==> config.mk <==
export PLATFORM = sky130hd
export DESIGN_NAME = cla_multiword_seq
export DESIGN_NICKNAME = d
export VERILOG_FILES = /design/src/rtl/cla_multiword_seq.sv
export SDC_FILE = /design/constraint.sdc
export NUM_CORES = 1
export LEC_CHECK = 0
export ABC_AREA = 1
export CAP_MARGIN = 20
export CORE_ASPECT_RATIO = 0.9
export CORE_UTILIZATION = 46
export CTS_CLUSTER_SIZE = 12
export DETAILED_ROUTE_END_ITERATION = 8
export GPL_ROUTABILITY_DRIVEN = 0
export PLACE_DENSITY = 0.88
export SLEW_MARGIN = 20
export SYNTH_ARGS = -nofsm -noshare
export SYNTH_HDL_FRONTEND = slang
export SYNTH_SLANG_ARGS = --single-unit
==> constraint.sdc <==
create_clock -name clk -period 1.82 [get_ports clk]
set_clock_uncertainty 0.05 [all_clocks]
set_input_delay 0.364 -clock clk [delete_from_list [all_inputs] [get_ports clk]]
set_output_delay 0.364 -clock clk [all_outputs]
set_load 0.05 [all_outputs]
==> src/rtl/cla_multiword_seq.sv <==
// cla_multiword_seq: multi-word adder that reuses one 16-bit carry-lookahead slice,
// processing one word per cycle, least-significant word first.
// Optional feature macro: CLA_SEQ_SUB_EN adds the op_sub port (A - B mode).

// 16-bit carry-lookahead adder: four 4-bit groups joined by a lookahead carry unit.
module CLA_16_bit_LCU (
    input  logic [15:0] a,
    input  logic [15:0] b,
    input  logic        c_in,
    output logic [15:0] sum,
    output logic        c_out,
    output logic        p,
    output logic        g
);
    logic [15:0] bp, bg, bc;
    logic [3:0]  gp, gg;
    logic [3:0]  gc;

    // Bit/group propagate-generate, group carries, then in-group lookahead carries.
    always_comb begin
        bp = a ^ b;
        bg = a & b;
        for (int i = 0; i < 4; i++) begin
            gp[i] = &bp[4*i +: 4];
            gg[i] = bg[4*i+3] | (bp[4*i+3] & bg[4*i+2])
                  | (bp[4*i+3] & bp[4*i+2] & bg[4*i+1])
                  | (bp[4*i+3] & bp[4*i+2] & bp[4*i+1] & bg[4*i]);
        end
        gc[0] = c_in;
        gc[1] = gg[0] | (gp[0] & c_in);
        gc[2] = gg[1] | (gp[1] & gg[0]) | (gp[1] & gp[0] & c_in);
        gc[3] = gg[2] | (gp[2] & gg[1]) | (gp[2] & gp[1] & gg[0])
              | (gp[2] & gp[1] & gp[0] & c_in);
        g     = gg[3] | (gp[3] & gg[2]) | (gp[3] & gp[2] & gg[1])
              | (gp[3] & gp[2] & gp[1] & gg[0]);
        p     = &gp;
        c_out = g | (p & c_in);
        for (int i = 0; i < 4; i++) begin
            bc[4*i]   = gc[i];
            bc[4*i+1] = bg[4*i] | (bp[4*i] & gc[i]);
            bc[4*i+2] = bg[4*i+1] | (bp[4*i+1] & bg[4*i]) | (bp[4*i+1] & bp[4*i] & gc[i]);
            bc[4*i+3] = bg[4*i+2] | (bp[4*i+2] & bg[4*i+1])
                      | (bp[4*i+2] & bp[4*i+1] & bg[4*i])
                      | (bp[4*i+2] & bp[4*i+1] & bp[4*i] & gc[i]);
        end
        sum = bp ^ bc;
    end
endmodule

module cla_multiword_seq #(
    parameter int unsigned WORDS = 4
) (
    input  logic              clk,
    input  logic              rst_n,
    input  logic              in_valid,
    output logic              in_ready,
    input  logic [16*WORDS-1:0] a,
    input  logic [16*WORDS-1:0] b,
    input  logic              c_in,
`ifdef CLA_SEQ_SUB_EN
    input  logic              op_sub,
`endif
    output logic              out_valid,
    input  logic              out_ready,
    output logic [16*WORDS-1:0] sum,
    output logic              c_out,
    output logic              ovf,
    output logic              busy
);
    localparam int unsigned W  = 16 * WORDS;
    localparam int unsigned CW = (WORDS > 1) ? $clog2(WORDS) : 1;

    typedef enum logic [1:0] {StIdle, StRun, StDone} state_e;

    state_e          state_q, state_d;
    logic [W-1:0]    a_q, b_q, sum_q, sum_shift;
    logic            carry_q, c_out_q, ovf_q;
    logic [CW-1:0]   cnt_q;
    logic            last_word;
    logic [15:0]     slice_sum;
    logic            slice_cout;
    logic            lcu_p_unused, lcu_g_unused;
    logic [W-1:0]    b_init;
    logic            carry_init;

    CLA_16_bit_LCU u_slice (
        .a     (a_q[15:0]),
        .b     (b_q[15:0]),
        .c_in  (carry_q),
        .sum   (slice_sum),
        .c_out (slice_cout),
        .p     (lcu_p_unused),
        .g     (lcu_g_unused)
    );

`ifdef CLA_SEQ_SUB_EN
    // Subtract as A + ~B + 1; c_in is ignored in that mode.
    assign b_init     = op_sub ? ~b : b;
    assign carry_init = op_sub ? 1'b1 : c_in;
`else
    assign b_init     = b;
    assign carry_init = c_in;
`endif

    // Each slice result enters at the top so the LS word ends up at the bottom.
    if (WORDS == 1) begin : g_one
        assign sum_shift = slice_sum;
    end else begin : g_many
        assign sum_shift = {slice_sum, sum_q[W-1:16]};
    end

    assign last_word = (cnt_q == CW'(WORDS - 1));

    // State register.
    always_ff @(posedge clk or negedge rst_n) begin
        if (!rst_n) state_q <= StIdle;
        else        state_q <= state_d;
    end

    // Next-state and handshake outputs.
    always_comb begin
        state_d   = state_q;
        in_ready  = 1'b0;
        out_valid = 1'b0;
        unique case (state_q)
            StIdle: begin
                in_ready = 1'b1;
                if (in_valid) state_d = StRun;
            end
            StRun: begin
                if (last_word) state_d = StDone;
            end
            StDone: begin
                out_valid = 1'b1;
                if (out_ready) state_d = StIdle;
            end
            default: state_d = StIdle;
        endcase
    end

    // Operand capture, per-word shifting and final flag latching.
    always_ff @(posedge clk or negedge rst_n) begin
        if (!rst_n) begin
            a_q     <= '0;
            b_q     <= '0;
            sum_q   <= '0;
            carry_q <= 1'b0;
            cnt_q   <= '0;
            c_out_q <= 1'b0;
            ovf_q   <= 1'b0;
        end else begin
            case (state_q)
                StIdle: begin
                    if (in_valid) begin
                        a_q     <= a;
                        b_q     <= b_init;
                        carry_q <= carry_init;
                        cnt_q   <= '0;
                    end
                end
                StRun: begin
                    sum_q   <= sum_shift;
                    a_q     <= a_q >> 16;
                    b_q     <= b_q >> 16;
                    carry_q <= slice_cout;
                    cnt_q   <= cnt_q + CW'(1);
                    if (last_word) begin
                        c_out_q <= slice_cout;
                        ovf_q   <= (a_q[15] == b_q[15]) && (slice_sum[15] != a_q[15]);
                    end
                end
                default: ;
            endcase
        end
    end

    assign sum   = sum_q;
    assign c_out = c_out_q;
    assign ovf   = ovf_q;
    assign busy  = (state_q != StIdle);
endmodule

==> results.txt <==
The flow ran to the end, but the final reports show violations. The checks that failed: setup timing. TritonCTS built the clock tree.

In the routed layout, each cell is associated on average with a via count of 5.53. The number of standard cells after synthesis came out at 1073. In this run the worst setup path begins at a_q[6]. For the full die area, the log shows 0.0205 sq mm. The x dimension of the die came out at 151 um.

The dominant synthesized flop cell was sky130_fd_sc_hd__dfrtp_1. Clock-pin slew was measured on the worst setup and hold paths at 0.07 ns. The transition time at the pin with the least slew margin was 0.479 ns.

From bottom edge to top edge, the die measures 136 um. The worst setup slack before clock tree synthesis was -0.216 ns. Counting instances in the post-synthesis netlist gives the leading cell types as sky130_fd_sc_hd__dfrtp_1 (199), sky130_fd_sc_hd__nand2_1 (177), sky130_fd_sc_hd__nand3_1 (169). The maximum clock frequency was 0.480 GHz; the cell row count was 48. For this block, the initial DRC count from the detailed router was 680.

The final global-route overflow total is 0, and the via count is 8547. The count of nets left with antenna violations once routing finished came out at 0. The clock latency reported for the late side of the worst-skew pair came out at 0.43 ns. Summed over all layers, the routed wires come to 26800 um. TritonCTS created 17 clock buffers. The non-filler instance count after layout is 1545. In the detailed route, the total length drawn on met2 is 12700 um. The critical path is of the register to register type. The post-route netlist has 16.0% of its cells at a drive strength greater than 1.

The share of Yosys cell area claimed by the top area cell type is 54.4%, and the total routed wire length on the met1 layer is 11100 um. The number of pins with negative max-slew slack in the final report came out at 0. The data required time at the worst endpoint came out at 2.08 ns.

The number of hold violations in the final report was 0; the number of warning messages in the yosys log was 0. Setup repair after global routing could not meet its margin everywhere. The design draws 27.4 mW. STA classifies the critical path endpoint as a register. On the final layout, the worst hold slack is 0.403 ns. The fraction of registers with async set/reset was 100%; the area growth from synthesis to layout was 36.3%. Final non-filler cell area: 0.0125 sq mm. Entering global routing, the biggest net connects 144 pins. The initial utilization of the core area, before any placement, comes to 47.3%. First-pass GRT wire length: 41400 um. The routed length per instance is 17.4 um, and the number of enable-type register cells in the synthesized netlist is 0. In the global route stage, overall resource usage came out at 26.0%. After floorplanning, the core was sized to cover 0.0193 sq mm.

After layout, the worst path uses 114% of the clock period. Setup violations remaining at the end of the flow were counted as 13. The initial antenna violation count is 1, and the maximum ir drop on the vdd rail is 1040 uV. The startpoint identified for the worst register-to-register timing path is a_q[6].

In the routed design, unresolved DRC markers number 0. The tools report the total number of H-tree levels as 4. Estimated wirelength of the detail-placed design: 17800 um. The leading cell type by number of instances after synthesis was sky130_fd_sc_hd__dfrtp_1. The highest metal layer carrying signal wires in the routed design is met4. The logs give 54.4% for the sequential element share of the synthesized area and 5.83 nW for the total leakage power.

Once placement finished, the instance area stood at 0.0116 sq mm. Including well taps, the total number of placed cells is 1504. In this run the worst hold path is classified as input port to asynchronous set/reset pin. A synthesized cell averages 8.53 sq um. The first TritonRoute pass finished after 5 iterations.

Yosys attributes the largest share of cell area to sky130_fd_sc_hd__dfrtp_1 (54%), sky130_fd_sc_hd__nand3_1 (9.2%), sky130_fd_sc_hd__o21ai_1 (7.8%), sky130_fd_sc_hd__nand2_1 (7.3%), sky130_fd_sc_hd__o21ai_0 (5.1%). The count of buffers added on input and output ports is 201. The filler cell count in the final layout was 1526; the number of register bits inferred by synthesis was 199. Max-cap violations in this run came to 0. The post-layout net count was 1435. After detailed routing, the met3 layer carries 2190 um of wire. Of all nets on the critical path, the largest fanout is 3.

The synthesized design spends more area on one cell type than any other, namely sky130_fd_sc_hd__dfrtp_1. The worst setup path is launched from a register. The net count after synthesis is 1227. The logs give 2 for the maximum buffer depth of the clock tree and 68.1% for the remaining max-slew budget at the tightest pin. The arrival time of the worst setup path is 2.34 ns, and the total power per unit cell area is 2200 mW/mm^2. The root buffer cell is sky130_fd_sc_hd__clkbuf_16.

The count of distinct cell types in the synthesized netlist is 33, and the final worst setup slack is -0.263 ns. Shortest clock period the worst path allows after layout: 2.08 ns. Adding up every negative setup slack in the final design gives -1.75 ns. The tree built by TritonCTS fans out to 199 sinks. The number of global-route vias before repair is 8292, and the number of primary I/O pins is 202. The run gives 0.00915 sq mm as the post-synth design cell area. The tools report the final standard cell utilization of the core as 64.5%.
==> where the power goes <==
part	internal, mW	switching [mW]
combinational	5.69	10.0
clock	2.10	1.78
sequential	6.48	1.34
total	14.3	13.2
==> kinds of logic after synthesis <==
logic type | after synthesis | synth area share (%)
and+or+nand+nor | 461 | 21.6
AOI/OAI and AO/OA | 261 | 14.6
xor gates and xnor gates | 4 | 0.383
buffers and inverters | 127 | 5.80
DFF | 199 | 54.4
adders and majority gates | 21 | 3.20
==> state kept, by name, indices dropped and copies added, names as in the netlist <==
name	flops
cnt_q	2
state_q	2
sum	64
a_q	64
c_out	1
carry_q	1
ovf	1
b_q	64
==> cells in the final DEF (no fill, tap or decap), drive strengths merged, types with 3 or more instances in the layout <==
cell type / count
o21ai: 237
dfrtp: 199
nand2: 178
nand3: 170
buf: 135
clkdlybuf4s50: 131
nor2: 105
inv: 52
clkbuf: 21
ha: 17
a21oi: 12
o22ai: 4
fa: 4
clkinv: 4
xnor2: 3
==> per-layer routing <==
| metal | track usage (%) | vias up |
|---|---|---|
| met3 | 5.02 | 59 |
| li1 | - | 4043 |
| met4 | 9.33 | 0 |
| met5 | 0 | - |
| met2 | 42.9 | 444 |
| met1 | 34.1 | 4001 |
==> area by class of cell <==
cell class / instances / area (sq um) / area share, %
sequential: 199 / 4980 / 40.0
multi-input combinational: 747 / 3810 / 30.6
timing repair buffer: 270 / 2580 / 20.7
clock buffer: 18 / 439 / 3.52
tap: 250 / 313 / 2.51
inverter: 46 / 178 / 1.42
clock inverter: 14 / 163 / 1.30
antenna: 1 / 2.50 / 0.0201
==> critical path, cell delays in order, from the launching register on <==
cell and delay (ns):
sky130_fd_sc_hd__dfrtp_1 0.39, sky130_fd_sc_hd__ha_1 0.33, sky130_fd_sc_hd__nand2_2 0.12, sky130_fd_sc_hd__inv_1 0.05, sky130_fd_sc_hd__nand2_1 0.09, sky130_fd_sc_hd__nand2_1 0.10
sky130_fd_sc_hd__a21oi_2 0.14, sky130_fd_sc_hd__nand2_2 0.09, sky130_fd_sc_hd__fa_2 0.34, sky130_fd_sc_hd__xnor2_1 0.18, sky130_fd_sc_hd__o21ai_1 0.08
==> final timing paths <==
check / end / slack (ns) / cells past startpoint
min in group clk: b_q[60] / 0.43 / 3
max: sum[61] / -0.26 / 10
min reg2reg: cnt_q[0] / 0.43 / 1
max reg2reg: sum[61] / -0.26 / 10
min: sum[0] / 0.40 / 2
max in group asynchronous: b_q[55] / 0.70 / 3
==> what timing repair did <==
item                                    CTS  global route
pin swaps                                 7             4
gates resized for setup                  25            18
buffers inserted                          3             4
endpoints found under the setup margin   15            90
hold endpoints to repair                 47             0
hold buffers                              1             0
cloned                                    0             2
No activity file was read; power rests on OpenSTA's default activity.
